`config.mk`:
```
export PLATFORM = sky130hd
export DESIGN_NAME = ps2_tx
export DESIGN_NICKNAME = d
export VERILOG_FILES = /design/src/rtl/ps2_tx.sv
export SDC_FILE = /design/constraint.sdc
export NUM_CORES = 1
export LEC_CHECK = 0
export BUFFER_PORTS_ARGS = -buffer_cell sky130_fd_sc_hd__buf_4
export CORE_MARGIN = 2
export CORE_UTILIZATION = 54
export DETAILED_ROUTE_END_ITERATION = 8
export PLACE_DENSITY_LB_ADDON = 0.05
export SYNTH_ARGS = -nofsm -noshare
export SYNTH_HDL_FRONTEND = slang
export SYNTH_SLANG_ARGS = --single-unit
```
`constraint.sdc`:
```
create_clock -name clock -period 1.7 [get_ports clock]
set_input_delay 0.34 -clock clock [delete_from_list [all_inputs] [get_ports clock]]
set_output_delay 0.34 -clock clock [all_outputs]
set_load 0.02 [all_outputs]
```
`src/rtl/ps2_tx.sv`:
```
// Host-to-device PS/2 transmitter: inhibits the bus, requests to send, clocks out one byte and checks the ACK.
// Optional PS2_TX_FILTER_EN adds a stability filter on the synchronised PS2_CLK.
module ps2_tx #(
  parameter int INHIBIT_CYC = 6000,
  parameter int TIMEOUT_CYC = 750000,
  parameter int FILTER_LEN  = 8
) (
  input  logic       clock,
  input  logic       reset,
  input  logic [7:0] tx_data,
  input  logic       tx_start,
  output logic       busy,
  output logic       done,
  output logic       error,
  output logic       rx_inhibit,
  input  logic       ps2_clk_i,
  input  logic       ps2_dat_i,
  output logic       ps2_clk_oe,
  output logic       ps2_dat_oe
);

  localparam int IW = (INHIBIT_CYC > 1) ? $clog2(INHIBIT_CYC) : 1;
  localparam int TW = (TIMEOUT_CYC > 1) ? $clog2(TIMEOUT_CYC) : 1;
`ifdef PS2_TX_FILTER_EN
  localparam bit FILTER_ON = 1'b1;
`else
  localparam bit FILTER_ON = 1'b0;
`endif

  typedef enum logic [2:0] {
    S_IDLE, S_INHIBIT, S_REQ_SETUP, S_REQ, S_DATA, S_ACK, S_WAIT_IDLE
  } state_t;

  state_t        state_reg;
  logic [1:0]    clk_sync_reg;
  logic [1:0]    dat_sync_reg;
  logic          clk_level;
  logic          clk_prev_reg;
  logic          clk_fall;
  logic [9:0]    shift_reg;
  logic [3:0]    bitcnt_reg;
  logic [IW-1:0] inh_cnt_reg;
  logic [TW-1:0] to_cnt_reg;
  logic          nack_reg;
  logic          busy_reg;
  logic          done_reg;
  logic          error_reg;
  logic          clk_oe_reg;
  logic          dat_oe_reg;
  logic          timing;

  // Synchronisers idle high so the bus does not look like a falling edge after reset
  always_ff @(posedge clock) begin
    if (reset) begin
      clk_sync_reg <= 2'b11;
      dat_sync_reg <= 2'b11;
      clk_prev_reg <= 1'b1;
    end else begin
      clk_sync_reg <= {clk_sync_reg[0], ps2_clk_i};
      dat_sync_reg <= {dat_sync_reg[0], ps2_dat_i};
      clk_prev_reg <= clk_level;
    end
  end

  if (FILTER_ON && FILTER_LEN > 1) begin : g_filt
    localparam int FW = $clog2(FILTER_LEN);
    logic          clk_filt_reg;
    logic [FW-1:0] filt_cnt_reg;

    // Level follows the synced clock only after FILTER_LEN consecutive differing samples
    always_ff @(posedge clock) begin
      if (reset) begin
        clk_filt_reg <= 1'b1;
        filt_cnt_reg <= '0;
      end else if (clk_sync_reg[1] == clk_filt_reg) begin
        filt_cnt_reg <= '0;
      end else if (filt_cnt_reg == FW'(FILTER_LEN - 1)) begin
        clk_filt_reg <= clk_sync_reg[1];
        filt_cnt_reg <= '0;
      end else begin
        filt_cnt_reg <= filt_cnt_reg + 1'b1;
      end
    end
    assign clk_level = clk_filt_reg;
  end else begin : g_raw
    assign clk_level = clk_sync_reg[1];
  end

  assign clk_fall = clk_prev_reg & ~clk_level;
  assign timing   = (state_reg == S_REQ) || (state_reg == S_DATA) ||
                    (state_reg == S_ACK) || (state_reg == S_WAIT_IDLE);

  always_ff @(posedge clock) begin
    if (reset) begin
      state_reg   <= S_IDLE;
      shift_reg   <= '0;
      bitcnt_reg  <= '0;
      inh_cnt_reg <= '0;
      to_cnt_reg  <= '0;
      nack_reg    <= 1'b0;
      busy_reg    <= 1'b0;
      done_reg    <= 1'b0;
      error_reg   <= 1'b0;
      clk_oe_reg  <= 1'b0;
      dat_oe_reg  <= 1'b0;
    end else begin
      done_reg  <= 1'b0;
      error_reg <= 1'b0;
      case (state_reg)
        S_IDLE: begin
          if (tx_start) begin
            shift_reg   <= {1'b1, ~^tx_data, tx_data};
            bitcnt_reg  <= '0;
            inh_cnt_reg <= '0;
            busy_reg    <= 1'b1;
            clk_oe_reg  <= 1'b1;
            state_reg   <= S_INHIBIT;
          end
        end
        S_INHIBIT: begin
          if (inh_cnt_reg == IW'(INHIBIT_CYC - 1)) begin
            dat_oe_reg <= 1'b1;
            state_reg  <= S_REQ_SETUP;
          end else begin
            inh_cnt_reg <= inh_cnt_reg + 1'b1;
          end
        end
        S_REQ_SETUP: begin
          clk_oe_reg <= 1'b0;
          to_cnt_reg <= '0;
          state_reg  <= S_REQ;
        end
        S_REQ, S_DATA: begin
          // Ten edges shift out data, parity and stop; the stop slot releases the line
          if (clk_fall) begin
            dat_oe_reg <= ~shift_reg[0];
            shift_reg  <= {1'b1, shift_reg[9:1]};
            bitcnt_reg <= bitcnt_reg + 1'b1;
            state_reg  <= (bitcnt_reg == 4'd9) ? S_ACK : S_DATA;
          end
        end
        S_ACK: begin
          if (clk_fall) begin
            nack_reg  <= dat_sync_reg[1];
            state_reg <= S_WAIT_IDLE;
          end
        end
        S_WAIT_IDLE: begin
          if (clk_sync_reg[1] && dat_sync_reg[1]) begin
            done_reg  <= ~nack_reg;
            error_reg <= nack_reg;
            busy_reg  <= 1'b0;
            state_reg <= S_IDLE;
          end
        end
        default: state_reg <= S_IDLE;
      endcase

      // Placed after the case so an expiring timeout overrides any action above
      if (timing) begin
        if (clk_fall) begin
          to_cnt_reg <= '0;
        end else if (to_cnt_reg == TW'(TIMEOUT_CYC - 1)) begin
          clk_oe_reg <= 1'b0;
          dat_oe_reg <= 1'b0;
          busy_reg   <= 1'b0;
          done_reg   <= 1'b0;
          error_reg  <= 1'b1;
          state_reg  <= S_IDLE;
        end else begin
          to_cnt_reg <= to_cnt_reg + 1'b1;
        end
      end
    end
  end

  assign busy       = busy_reg;
  assign done       = done_reg;
  assign error      = error_reg;
  assign rx_inhibit = busy_reg;
  assign ps2_clk_oe = clk_oe_reg;
  assign ps2_dat_oe = dat_oe_reg;

endmodule
```
# --- Word-level counts from Yosys, hierarchy flattened ---
# Index checks and enable logic that the tools add are counted.
totals:
  regBits: 61
  word_cells: 95
  output_inout_bits: 6
  inputBits: 13
op_classes:
  bitwise_logic: 4
  reduce_logical: 12
  muxes: 50
  eq_ne: 12
  add_sub_neg: 3
ops:
  columns: ["cell", "n"]
  rows:
  - ["$mux W20", 4]
  - ["$mux W13", 2]
  - ["$pmux W13 S2", 1]
  - ["$mux W1", 25]
  - ["$mux W3", 8]
  - ["$add A20 B1 Y20 const B", 1]
  - ["$eq A20 B20 Y1 const B", 1]
  - ["$mux W10", 2]
  - ["$pmux W10 S2", 1]
  - ["$pmux W3 S6", 1]
  - ["$add A13 B1 Y13 const B", 1]
  - ["$eq A13 B13 Y1 const B", 1]
  - ["$eq A3 B3 Y1 const B", 3]
  - ["$mux W4", 2]
  - ["$pmux W4 S2", 1]
  - ["$reduce_xnor A8 Y1", 1]
  - ["$eq A3 B2 Y1 const B", 2]
  - ["$ne A2 B2 Y1 const B", 3]
  - ["$pmux W1 S2", 3]
  - ["$reduce_and A3 Y1", 2]
  - ["$add A4 B1 Y4 const B", 1]
  - ["$eq A4 B4 Y1 const B", 1]
  - ["$reduce_bool A2 Y1", 2]
  - ["$eq A3 B1 Y1 const B", 1]
  - ["7 further kinds", 11]

# --- Depth between registers and ports, before layout ---
# Gate-level depths: netlist (run 1).
logic_depth:
  depth_word: 7
  mapped_depth: 7
  ltp_nobuf: 7

# --- Least setup slack after synthesis (run 1) ---
# OpenSTA, ideal clock, no wires.
synth_path:
  path_kind: "register to register"
  startpoint: "register inh_cnt_reg[0]"
  endpoint: "register inh_cnt_reg[3]"
  setup_slack_ns: -0.058
  arrival_ns: 1.636
  period_less_slack_ns: 1.758
  stages_incl_launch_ff: 7
  n_path_buf: 0
  required_ns: 1.578
  setup_time_ns: 0.122
  cell_sequence: "dfxtp_1 -> ha_1 -> nand4b_1 -> or4_1 -> a21oi_2 -> or3_1 -> a21oi_1"
synth_via:
  elab_chain_len: 3
  elab_cells_between_ends: 6
  classes_between: "add/sub (1); eq/ne (2); mux (2); reduce/logical (1)"
synth_rtl:
  columns: ["element", "line_no", "source"]
  rows:
  - ["start: declaration", "42", "logic [IW-1:0] inh_cnt_reg;"]
  - ["start signal: assignment", "125", "inh_cnt_reg <= inh_cnt_reg + 1'b1;"]
  - ["$add A13 B1 Y13 or $eq A13 B13 Y1 (tied branches)", "125, 121", null]
  - ["$mux W13 or $ne A2 B2 Y1 (tied branches)", null, null]
  - ["$pmux W13 S2 or $reduce_and A3 Y1 (tied branches)", null, null]
# Parallel ways exist; a longest one is shown, timed or not. The select of a mux whose other input is x is not followed.
# A chain may end at the register's enable or synchronous reset.

# --- Worst setup path after layout (run 1) ---
layout_path:
  startpoint: "register to_cnt_reg[19]"
  endpoint: "register to_cnt_reg[9]"
layout_via:
  elab_chain_len: 4
layout_rtl:
  columns: ["element", "line_no", "source"]
  rows:
  - ["start: declaration", "43", "logic [TW-1:0] to_cnt_reg;"]
  - ["start signal: assignment", "171", "to_cnt_reg <= to_cnt_reg + 1'b1;"]
  - ["$eq A20 B20 Y1", "163", "end else if (to_cnt_reg == TW'(TIMEOUT_CYC - 1)) begin"]
  - ["$mux W20", "163", null]
  - ["$mux W20", "161", "if (clk_fall) begin"]
  - ["$mux W20", "160", "if (timing) begin"]
# Every way passes these cells.

==> run summary, run 1 <==
The signal on the critical path passes through nor4bb_4 > buf_4 > nand4_1 > or2_4 > a22oi_1 > a211oi_1. The final reports fail on setup timing. After floorplanning, the core was divided into 27 placement rows. In the global route stage, overall resource usage came out at 25.84%. The register with the most flip-flops in the layout has 20 of them. The largest fanout of any net on the critical path came out at 8. The largest net degree at the start of global routing came out at 21. The routability congestion estimate from global placement came out at 0.9083. The worst setup path is captured at a flop. The worst slack at placement came out at -0.08630 ns. Global routing finished with a remaining overflow of 0.

The cell depth of the worst setup path came out at 6. The number of nets in the finished design is 465. The final critical path takes up 100.8% of the cycle. Following the worst setup path forward leads to its endpoint at to_cnt_reg[9].

The total placed cells including tap cells is 503. Once routing completed, OpenROAD measured the worst setup slack at -0.01324 ns. The via-per-instance ratio came out at 5.829. The async set-reset flop share out of synthesis is 0%. In this run the critical register-to-register path is launched from to_cnt_reg[19].

Counting both buffers and inverters, the worst setup path holds a total of 1. Registers take 1237 sq um. The area share of the leading cell type in the synthesized netlist is 38.78%. Among all stages on the critical path, the largest delay is contributed by dfxtp_2. Hold is met by 0.1767 ns. The flip-flop and latch count after synthesis came out at 61. The launch point of the critical path is to_cnt_reg[19]. The worst setup path is of the reg -> reg kind. The area of the multi-input gates came out at 1977 sq um. At the later pin of the worst-skew pair, clock insertion delay measures 0.35 ns. Setup violations remaining at the end of the flow were counted as 4. The number of nets in the synthesized netlist is 386. The number of placed I/O pins is 19.

STA classifies the critical path startpoint as a flop. The count of buffers added on input and output ports is 18. The synthesis-to-finish area growth is 33.25%.

Yosys attributes the largest share of cell area to dfxtp_1 39%, mux2i_1 4.1%, o21ai_0 4.1%. The final wirelength is 7.957 mm. The number of synthesized flops with an enable pin is 0. The placeable core region is 5574 sq um. The total of warnings raised by yosys is 0.

The detailed router placed 3,060 vias in this run. Broken down by cell family, the worst path's largest delay share belongs to simple AND/OR/NAND/NOR gates. The post-route non-filler standard cell count came out at 525. The flow ran to the end, but the final reports show violations. The synthesized netlist occupies a cell area of 3149 sq um. The worst-case IR drop observed on VDD is 0.0005928 V.

The worst reg-to-reg path cell count came out at 6. The final routed DRC violation total came out at 0. Based on the critical path, the design can be clocked at up to 583.7 MHz. The final setup TNS came out at -0.02979 ns.

The CTS tree is built. The worst register-to-register path ends at to_cnt_reg[9]. The hold violation total from the final report is 0. The first-pass GRT wire length is 12.80 mm.

Data on the critical path arrives at its endpoint at 1.94 ns. The initial utilization of the core area, before any placement, comes to 56.50%. The HPWL after detailed placement is 5.550 mm. The number of global-route vias before repair was 2,705.

STA puts the critical path data required time at 1.93 ns. The worst-margin pin slew is 0.3890 ns. The average footprint of a synthesized cell is 8.535 sq um. Measured along the x axis, the die boundary spans 80.37 um. The tree built by TritonCTS fans out to 61 sinks. The die extent in y came out at 80.37 um. On the final layout, the worst clock skew is 0.009242 ns.

The layout cell share with drive strength beyond 1 is 34.00%. After clock tree synthesis, the clock-pin slew on the worst setup and hold paths is 0.07 ns. After detailed routing, the average wire length per cell comes to 15.16 um.

The hold-fix buffer count after cts is 0. CTS built an H-tree with a depth of 3. Setup repair after global routing could not meet its margin everywhere. The most common cell in the synthesized netlist is dfxtp_1. Max-cap violations in this run came to 0. The number of distinct library cell variants in the gate-level netlist after synthesis came out at 62. The initial antenna violation count is 0. The number of buffers added by the clock tree synthesis step is 9. The power per cell area is 732.6 nW/um^2. The synthesized instance count came out at 369. The path class of the tightest hold or removal check is in -> reg.

In this run the static leakage power is 1.622 nW. The number of DRC markers after the initial detailed-route iteration came out at 185. The die area is 6459 sq um. Sequential cells were found to cover 38.78% of the synthesized design area.

The count of nets left with antenna violations once routing finished came out at 0. The peak per-stage delay on the critical path is 0.36 ns. The repair_antennas step left the layout with diodes totalling 0.

In the synthesized netlist the dominant register cell turns out to be dfxtp_1. The clock period minus final worst setup slack came out at 1.713 ns. Measured against its own limit, the worst slew margin works out to 74.06%. The filler cell count is 400. The max-slew violation count came out at 0. The power after layout came out at 0.003074 W. The maximum buffer depth of the clock tree is 2. Summed over all instances, the cell type with the most area after synthesis is dfxtp_1. The tree is rooted in a clkbuf_8.

The first-pass iteration count of the detailed router came out at 5. The slack of the worst reg-to-reg path came out at -0.01 ns. Ranked by instance count, the synthesized netlist is headed by 61 x dfxtp_1, 33 x nor2_1, 26 x o21ai_0, 25 x nand2_1, 24 x a21oi_1.
logic make-up (layout without fill, tap and decap cells):
| kind of cell | Yosys count | in the layout | synth area share [%] |
|---|---|---|---|
| AOI/OAI and AO/OA | 99 | 99 | 20.14 |
| xor gates and xnor gates | 15 | 15 | 4.172 |
| adders and majority gates | 4 | 4 | 1.589 |
| buffers and inverters | 27 | 111 | 3.973 |
| DFF | 61 | 61 | 38.78 |
| muxes | 13 | 13 | 4.132 |
| and+or+nand+nor | 150 | 150 | 27.21 |
through the flow:
step / instance area, sq um / util, %
CTS: 4021 / 72.14
finish: 4197 / 75.29
global route: 4197 / 75.29
global placement: 3769 / 67.61
detailed placement: 3769 / 67.61
floorplan: 3161 / -
cell usage in the layout, fill, tap and decap left out, types with 3 or more instances in the layout:
| cell type | synthesis | layout |
|---|---|---|
| nand4_1 | 9 | 9 |
| dfxtp_2 | 0 | 7 |
| a211oi_1 | 12 | 9 |
| o211ai_1 | 3 | 3 |
| nand3_1 | 16 | 13 |
| clkbuf_8 | 0 | 10 |
| or3_1 | 5 | 5 |
| buf_4 | 2 | 83 |
| dfxtp_1 | 61 | 52 |
| o21ai_1 | 3 | 7 |
| nand3b_1 | 4 | 4 |
| o21ai_0 | 26 | 22 |
| or2_2 | 6 | 6 |
| nor4_1 | 7 | 5 |
| a31oi_1 | 4 | 4 |
| and3_1 | 7 | 7 |
| nand4b_1 | 3 | 3 |
| nand3_2 | 0 | 3 |
| and2_1 | 5 | 4 |
| nor4_2 | 1 | 3 |
| nand2_1 | 25 | 24 |
| a22oi_1 | 5 | 3 |
| a211oi_2 | 0 | 3 |
| xnor2_1 | 9 | 9 |
| xor2_1 | 6 | 6 |
| nor3_1 | 7 | 7 |
| a21oi_1 | 24 | 24 |
| inv_1 | 10 | 10 |
| mux2i_1 | 13 | 13 |
| nor2_1 | 33 | 32 |
| clkinvlp_4 | 0 | 3 |
report_power, final:
group / internal (W) / switching, W / leakage, nW / total, W
Combinational: 0.000143 / 0.000139 / 1.03 / 0.000282
Clock: 0.000710 / 0.000595 / 0.0943 / 0.00130
Sequential: 0.00146 / 0.0000233 / 0.501 / 0.00149
Total: 0.00232 / 0.000757 / 1.62 / 0.00307
how the worst min path moves through the flow:
| stage | start | end | slack, ns | depth (start not counted) |
|---|---|---|---|---|
| after global placement | dat_sync_reg[0] | dat_sync_reg[1] | 0.39 | 1 |
| final | ps2_dat_i | dat_sync_reg[0] | 0.18 | 2 |
| after detailed placement | clk_sync_reg[0] | clk_sync_reg[1] | 0.39 | 1 |
| after floorplan | clk_sync_reg[0] | clk_sync_reg[1] | 0.39 | 1 |
| after global routing | ps2_dat_i | dat_sync_reg[0] | 0.18 | 2 |
| after CTS | ps2_dat_i | dat_sync_reg[0] | 0.16 | 2 |
routing by layer:
metal	track usage, %	part of all wire (%)	vias to the layer above
li1	-	-	1521
met1	35.27	46	1424
met2	39.67	45	96
met3	4.270	6.7	19
met4	12.20	2.7	0
met5	0	0	-
layout make-up:
class	count	share of cell area (%)
multi-input combinational	281	47.11
sequential	61	29.49
timing repair buffer	85	15.59
clock buffer	10	3.280
tap	72	2.147
clock inverter	6	1.491
inverter	10	0.8945
timing repair:
action,4_1_cts,5_1_grt
pin swaps,5,19
setup endpoints to repair,18,46
gates resized for setup,15,32
setup buffers,0,6
(Power assumes the default switching activity.)
==> run 2: changes to the inputs <==
--- a/config.mk
+++ b/config.mk
@@ -6,10 +6,10 @@
 export NUM_CORES = 1
 export LEC_CHECK = 0
 export BUFFER_PORTS_ARGS = -buffer_cell sky130_fd_sc_hd__buf_4
-export CORE_MARGIN = 2
+export CORE_MARGIN = 5
 export CORE_UTILIZATION = 54
 export DETAILED_ROUTE_END_ITERATION = 8
-export PLACE_DENSITY_LB_ADDON = 0.05
+export PLACE_DENSITY = 0.87
 export SYNTH_ARGS = -nofsm -noshare
 export SYNTH_HDL_FRONTEND = slang
 export SYNTH_SLANG_ARGS = --single-unit
==> run 2 against run 1 <==
Against the previous run:
- the flow finishes with violations (DRC, setup timing)
- first-iteration DRC count increased to 4.3 times the previous value
- combinational power increased by 32%
- cell count increased by 0.38%
- wire length increased by 62%
- clock power decreased by 10%
- global-route usage decreased by 1.2 points
- register-to-register slack got worse by 0.13 ns
- die area increased by 15%
- core utilization increased by 2.4 points
- critical path type unchanged
- highest routed layer unchanged
==> run summary, run 2 (same netlist as run 1, synthesis figures left out) <==
The flow ran to the end, but the final reports show violations. The final reports fail on DRC, setup timing. The first-pass GRT wire length is 14.71 mm (+15%). The worst-margin pin slew is 0.4666 ns (+0.07761 ns).

The final critical-path setup slack is -0.1410 ns (-0.1278 ns). The post-route non-filler standard cell count is 527 (+0.38%). The synthesis-to-finish area growth came out at 37.43%. The clock period minus final worst setup slack is 1.841 ns (+0.1278 ns). The number of nets in the finished design came to 468 (+0.65%). The met2 track utilization from global routing is 42.91% (+3.2 points). The number of DRC markers after the initial detailed-route iteration is 789 (+330%). The design area is 4328 sq um (+3.1%).

The routed via count is 3,836 (+25%). The leakage power was 1.629 nW (+0.41%). The clock latency reported for the late side of the worst-skew pair is 0.36 ns (about the same). The all-layer global routing usage was 24.65% (-1.2 points). The die area is 7459 sq um (+15%). The remaining antenna violation count was 0 (unchanged).

The maximum buffer depth of the clock tree came out at 2 (unchanged). The critical path goes through buf_12 > nor4b_4 > buf_4 > buf_4 > a21oi_4 > or3_1 > a21oi_2. The wire length per cell is 24.50 um (+62%).

The setup-violating endpoint count in the final report is 43 (+39). The total cell area at the placement stage is 3734 sq um (-0.93%). The peak per-stage delay on the critical path came out at 0.37 ns (about the same). The hold-fix buffer count after cts came out at 0 (unchanged). The number of buffers added by the clock tree synthesis step is 9 (unchanged). The met3 routing resource usage after global routing is 4.373% (+0.10 points). The data required time at the worst endpoint came out at 1.98 ns (+0.05 ns). The routability congestion estimate from global placement came out at 0.8905 (-2.0%). The type of element capturing the critical path is a flop. The flip-flop count of the largest register after layout is 20 (unchanged). The die extent in x is 86.37 um (+7.5%). The clock slew seen by the registers of the worst setup and hold paths is 0.07 ns (about the same). The largest fanout of any net on the critical path is 7 (-1). The number of antenna diodes came out at 0 (unchanged). The worst setup path is of the reg -> reg kind. The detailed placer's ending HPWL came out at 5.631 mm (+1.5%). The worst clock skew on the final layout was 0.009756 ns (+0.0005136 ns). The data arrival time of the critical path was 2.12 ns (+0.18 ns). The relative max-transition margin is 68.83% (-5.2 points). The maximum level of the CTS H-tree came to 3 (unchanged). In this run the clock root is driven by a clkbuf_8. The hold slack is 0.1616 ns (-0.01512 ns). The CTS tree is built. The layout cell share with drive strength beyond 1 came out at 36.48% (+2.5 points). The number of placed I/O pins is 19 (unchanged). The worst vdd rail ir drop is 0.0005947 V (+0.31%).

The number of cell rows is 27 (unchanged). The hold violation total from the final report came out at 0 (unchanged). In this design, the critical path's most frequently occurring cell is buf_4.

The max-slew violation count is 0 (unchanged). The layer flagged by global routing as most heavily used is met2. The total congestion overflow after global routing is 0 (unchanged).

The die extent in y came to 86.37 um (+7.5%). The maximum clock frequency is 543.2 MHz (-6.9%). The initial core utilization is 56.50% (unchanged).

The largest net degree at the start of global routing is 35 (+67%). The first-pass iteration count of the detailed router is 9 (+4). The final wirelength is 12.91 mm (+62%). The largest individual stage delay along the critical path comes from the cell dfxtp_4. The clock sink total came out at 61 (unchanged). The met1 demand-to-capacity share in global routing is 29.35% (-5.9 points). Leaving out fill and tap cells, the most frequent cell in the layout is buf_4.

The via-per-instance ratio is 7.279 (+25%). The number of max-cap violations is 0 (unchanged). The min-delay analysis places its worst path in the category in -> reg. The total placed cells including tap cells is 495 (-1.6%). The count of buffers inserted at the top-level ports came to 18 (unchanged). Setup repair after global routing could not meet its margin everywhere. The fraction of the cycle the final worst path needs is 108.3% (+7.5 points).

The filler cell count came out at 271 (-32%). The final routed DRC violation total is 107 (+107). STA classifies the critical path startpoint as a flop. The placeable core region came out at 5574 sq um (unchanged). The number of global-route vias before repair is 3,126 (+16%). In the layout the commonest cells are 78 x buf_4, 55 x dfxtp_1, 30 x nor2_1, 24 x nand2_1, 20 x a21oi_1. The initial antenna violation count is 0 (unchanged). The power per cell area came out at 702.5 nW/um^2 (-4.1%).
[run 2: cell types whose count changed in the layout (fill, tap and decap cells not counted), moves of 4 or more]
cell | previous run | this run
buf_4 | 83 | 78
o21ai_0 | 22 | 18
a211oi_1 | 9 | 5
a21oi_2 | 1 | 5
a21oi_1 | 24 | 20
a211oi_2 | 3 | 7
[run 2: final timing paths]
check	start	to	slack, ns	cells past startpoint
setup / recovery	state_reg[0]	inh_cnt_reg[3]	-0.14	7
hold / removal	ps2_clk_i	clk_sync_reg[0]	0.16	2
setup reg to reg	state_reg[0]	inh_cnt_reg[3]	-0.14	7
hold reg to reg	clk_sync_reg[0]	clk_sync_reg[1]	0.43	1
[run 2: layout make-up]
cell class / count / area [sq um] / share of cell area, %
clock buffer: 10 / 137.6 / 3.180
inverter: 10 / 37.54 / 0.8673
timing repair buffer: 88 / 760.7 / 17.58
clock inverter: 5 / 27.53 / 0.6360
tap: 72 / 90.09 / 2.082
multi-input combinational: 281 / 2041 / 47.15
sequential: 61 / 1234 / 28.51
[run 2: critical path: cells and delay by family, from the launching register on]
family                 cells  cell delay (ns)
AO/OA/AOI/OAI              2             0.24
buffers and inverters      3             0.45
flip-flops                 1             0.37
AND/OR/NAND/NOR            2             0.71
[run 2: through the flow]
step / total power, W / setup WS (ns) / setup TNS (ns) / utilization (%)
6_report: 0.003040 / -0.1410 / -2.399 / 77.64
5_1_grt: 0.003109 / -0.2369 / -4.867 / 77.64
4_1_cts: 0.002895 / 0.003429 / 0 / 71.67
3_5_place_dp: 0.001787 / -0.1247 / -0.9115 / 66.98
3_3_place_gp: 0.001774 / -0.04172 / -0.1368 / 66.98
2_1_floorplan: 0.001678 / -0.002847 / -0.002847 / -
[run 2: timing repair]
action / in CTS / in global routing
cloned: 0 / 2
pin swaps: 7 / 21
resized for setup: 19 / 46
endpoints found under the setup margin: 26 / 39
hold endpoints to repair: 0 / 0
setup buffers: 4 / 11
[run 2: power breakdown]
group | internal, W | leakage, nW | switching (W)
registers | 0.00146 | 0.499 | 0.0000318
clock network | 0.000549 | 0.0877 | 0.000622
logic | 0.000178 | 1.04 | 0.000195
total | 0.00219 | 1.63 | 0.000849
[run 2: metal layers]
layer / up-vias / routed length (um)
li1: 1526 / -
met1: 1758 / 4548
met2: 401 / 5677
met3: 151 / 1603
met4: 0 / 1082
met5: - / 0
==> run 3: changes to the inputs <==
--- a/config.mk
+++ b/config.mk
@@ -7,9 +7,9 @@
 export LEC_CHECK = 0
 export BUFFER_PORTS_ARGS = -buffer_cell sky130_fd_sc_hd__buf_4
 export CORE_MARGIN = 5
-export CORE_UTILIZATION = 54
+export CORE_UTILIZATION = 55
 export DETAILED_ROUTE_END_ITERATION = 8
-export PLACE_DENSITY = 0.87
+export PLACE_DENSITY_LB_ADDON = 0.25
 export SYNTH_ARGS = -nofsm -noshare
 export SYNTH_HDL_FRONTEND = slang
 export SYNTH_SLANG_ARGS = --single-unit
==> constraint.sdc (replaced) <==
create_clock -name clock -period 2 [get_ports clock]
set_input_delay 0.4 -clock clock [delete_from_list [all_inputs] [get_ports clock]]
set_output_delay 0.4 -clock clock [all_outputs]
set_load 0.02 [all_outputs]
==> run 3 against run 2 <==
Against the previous run:
- the flow now finishes without violations
- clock skew barely moved
- global-route usage fell by 4.1 points
- first-iteration DRC count fell by 71%
- maximum frequency fell by 5.3%
- critical endpoint is now inh_cnt_reg[12]
- via count fell by 24%
- largest cell class unchanged
- combinational power fell by 45%
==> run summary, run 3 (same netlist as run 1, synthesis figures left out) <==
The run finished with clean final reports. TritonCTS built the clock tree. STA classifies the critical path endpoint as a flop. The worst vdd rail ir drop is 0.0005784 V (-2.7%). The switching power came out at 0.0006066 W (-29%).

The flip-flop count of the largest register after layout is 20 (unchanged). The number of max-cap violations is 0 (unchanged). The final routed DRC violation total came to 0 (-100%). The number of setup buffers added after CTS came to 0 (-4). The total cell area at the placement stage is 3490 sq um (-6.5%).

The final wirelength came out at 7.364 mm (-43%). The data required time at the worst endpoint came out at 2.20 ns (+0.22 ns). The final cell utilization of the core is 67.25% (-10 points). The detailed placer's ending HPWL is 5.137 mm (-8.8%). The worst clock skew on the final layout came out at 0.009382 ns (-0.0003737 ns). The number of global-route vias before repair is 2,641 (-16%).

The hold-fix buffer count after cts is 0 (unchanged). The startpoint type of the worst setup path is a flop. The maximum buffer depth of the clock tree is 2 (unchanged).

The die extent in y came out at 85.67 um (-0.80%). The design area was 3726 sq um (-14%). The part of the power in combinational logic is 7.7% (-4.6 points). The wire length per cell is 15.21 um (-38%). Setup repair after global routing could not meet its margin everywhere. The first-pass GRT wire length is 12.15 mm (-17%). The number of nets in the finished design came out at 425 (-9.2%). The number of buffers added by the clock tree synthesis step is 9 (unchanged). The initial antenna violation count came to 0 (unchanged). The routability congestion estimate from global placement was 0.8927 (+0.25%). The layout cell share with drive strength beyond 1 is 20.63% (-16 points).

In this run the worst hold path is classified as in -> reg. The synthesis-to-finish area growth is 18.32%. The via-per-instance ratio came out at 5.996 (-18%). The setup-violating endpoint count in the final report is 0 (-100%).

The remaining antenna violation count came out at 0 (unchanged). The fraction of the cycle the final worst path needs is 97.18% (-11 points). The placeable core region is 5540 sq um (-0.61%). The data arrival time of the critical path came to 2.15 ns (+0.03 ns). The register share of total power came out at 47.5% (-1.7 points). The all-layer global routing usage is 20.51% (-4.1 points). The worst reg-to-reg path cell count came out at 6 (-1). The relative max-transition margin came out at 69.22% (+0.39 points).

The clock sink total came to 61 (unchanged). The worst-margin pin slew was 0.4607 ns (-0.005982 ns). The largest net degree at the start of global routing is 21 (-40%). The clock latency reported for the late side of the worst-skew pair is 0.34 ns (-0.02 ns).

The critical path is of the reg -> reg type. The max-slew violation count came out at 0 (unchanged). The number of antenna diodes is 0 (unchanged). The cell depth of the worst hold path came out at 2 (unchanged). The commonest non-fill, non-tap cell in the layout is dfxtp_1. The maximum level of the CTS H-tree came to 3 (unchanged). The clock slew seen by the registers of the worst setup and hold paths came out at 0.07 ns (about the same). The first-pass iteration count of the detailed router came out at 4 (-5). The switching part of the total power is 22.70% (-5.2 points). The count of buffers inserted at the top-level ports is 18 (unchanged). The initial core utilization came out at 56.84% (+0.34 points). The leakage power came out at 1.394 nW (-14%). The maximum clock frequency is 514.5 MHz (-5.3%). The buffer type at the clock tree root is clkbuf_8. The routed via count is 2,902 (-24%). The number of DRC markers after the initial detailed-route iteration came out at 225 (-71%). The largest fanout of any net on the critical path was 8 (+1). The die extent in x is 85.67 um (-0.80%). The internal power contribution is 0.002066 W (-5.7%). The power per cell area is 717.2 nW/um^2 (+2.1%). The clock share of power is 44.8% (+6.3 points). The number of cell rows is 27 (unchanged).

The clock period minus final worst setup slack came out at 1.944 ns (+0.1025 ns). The die area is 7339 sq um (-1.6%). The number of placed I/O pins is 19 (unchanged). The hold violation total from the final report came out at 0 (unchanged). The top cell types in the final layout, fill and taps aside, are 60 x dfxtp_1, 45 x buf_4, 33 x nor2_1, 26 x o21ai_0, 25 x nand2_1. The total congestion overflow after global routing came out at 0 (unchanged).

The slack of the worst reg-to-reg path was 0.06 ns (+0.20 ns).
[run 3: cell count changes in the layout (fill, tap and decap cells not counted), sizes merged]
cell / previous run / this run
buf: 86 / 45
bufinv: 0 / 2
clkbuf: 12 / 10
clkinv: 4 / 3
clkinvlp: 1 / 0
[run 3: repair_timing]
action	in CTS	in global routing
endpoints found under the setup margin	0	14
resized for setup	0	6
hold endpoints to repair	0	0
[run 3: power groups by stage]
stage               sequential [W]  clock, W  combinational [W]
global route               0.00127   0.00129           0.000228
finish                     0.00127   0.00120           0.000206
CTS                        0.00127   0.00121           0.000204
floorplan                  0.00129         0           0.000134
global placement           0.00129         0           0.000196
detailed placement         0.00129         0           0.000201
[run 3: layer usage]
| layer | share of wire [%] | up-vias | wire, um | global-route usage [%] |
|---|---|---|---|---|
| li1 | - | 1437 | - | - |
| met1 | 46 | 1377 | 3414 | 27.08 |
| met2 | 47 | 73 | 3445 | 32.42 |
| met3 | 5.1 | 15 | 372 | 5.187 |
| met4 | 1.8 | 0 | 132 | 7.482 |
| met5 | 0 | - | 0 | 0 |
[run 3: critical path, stage by stage, from the launching register on]
cell and delay [ns]:
dfxtp_1 0.39, buf_4 0.20, nor4b_4 0.37, o211a_1 0.28, or3b_1 0.38, xor2_1 0.14, nor2_1 0.05
[run 3: area by class of cell]
class	instances	area [sq um]
multi-input combinational	281	1826
clock buffer	10	137.6
tap	72	90.09
sequential	61	1222
timing repair buffer	45	337.8
fill	463	1814
inverter	10	37.54
clock inverter	5	75.07
[run 3: stage by stage]
stage / std cells / setup WS (ns) / hold WS, ns / power [W] / setup TNS, ns
after global placement: 469 / 0.1259 / 0.3909 / 0.001488 / 0
after global routing: 484 / -0.03748 / 0.2290 / 0.002784 / -0.07161
after detailed placement: 469 / 0.02077 / 0.3933 / 0.001494 / 0
after CTS: 484 / 0.004177 / 0.2387 / 0.002684 / 0
final: 484 / 0.05646 / 0.2406 / 0.002672 / 0
after floorplan: 369 / 0.2423 / 0.3895 / 0.001427 / 0
[run 3: worst paths after layout]
path / from / to
max: state_reg[2] / inh_cnt_reg[12]
min: ps2_clk_i / clk_sync_reg[0]
max reg2reg: state_reg[2] / inh_cnt_reg[12]
min reg2reg: dat_sync_reg[0] / dat_sync_reg[1]
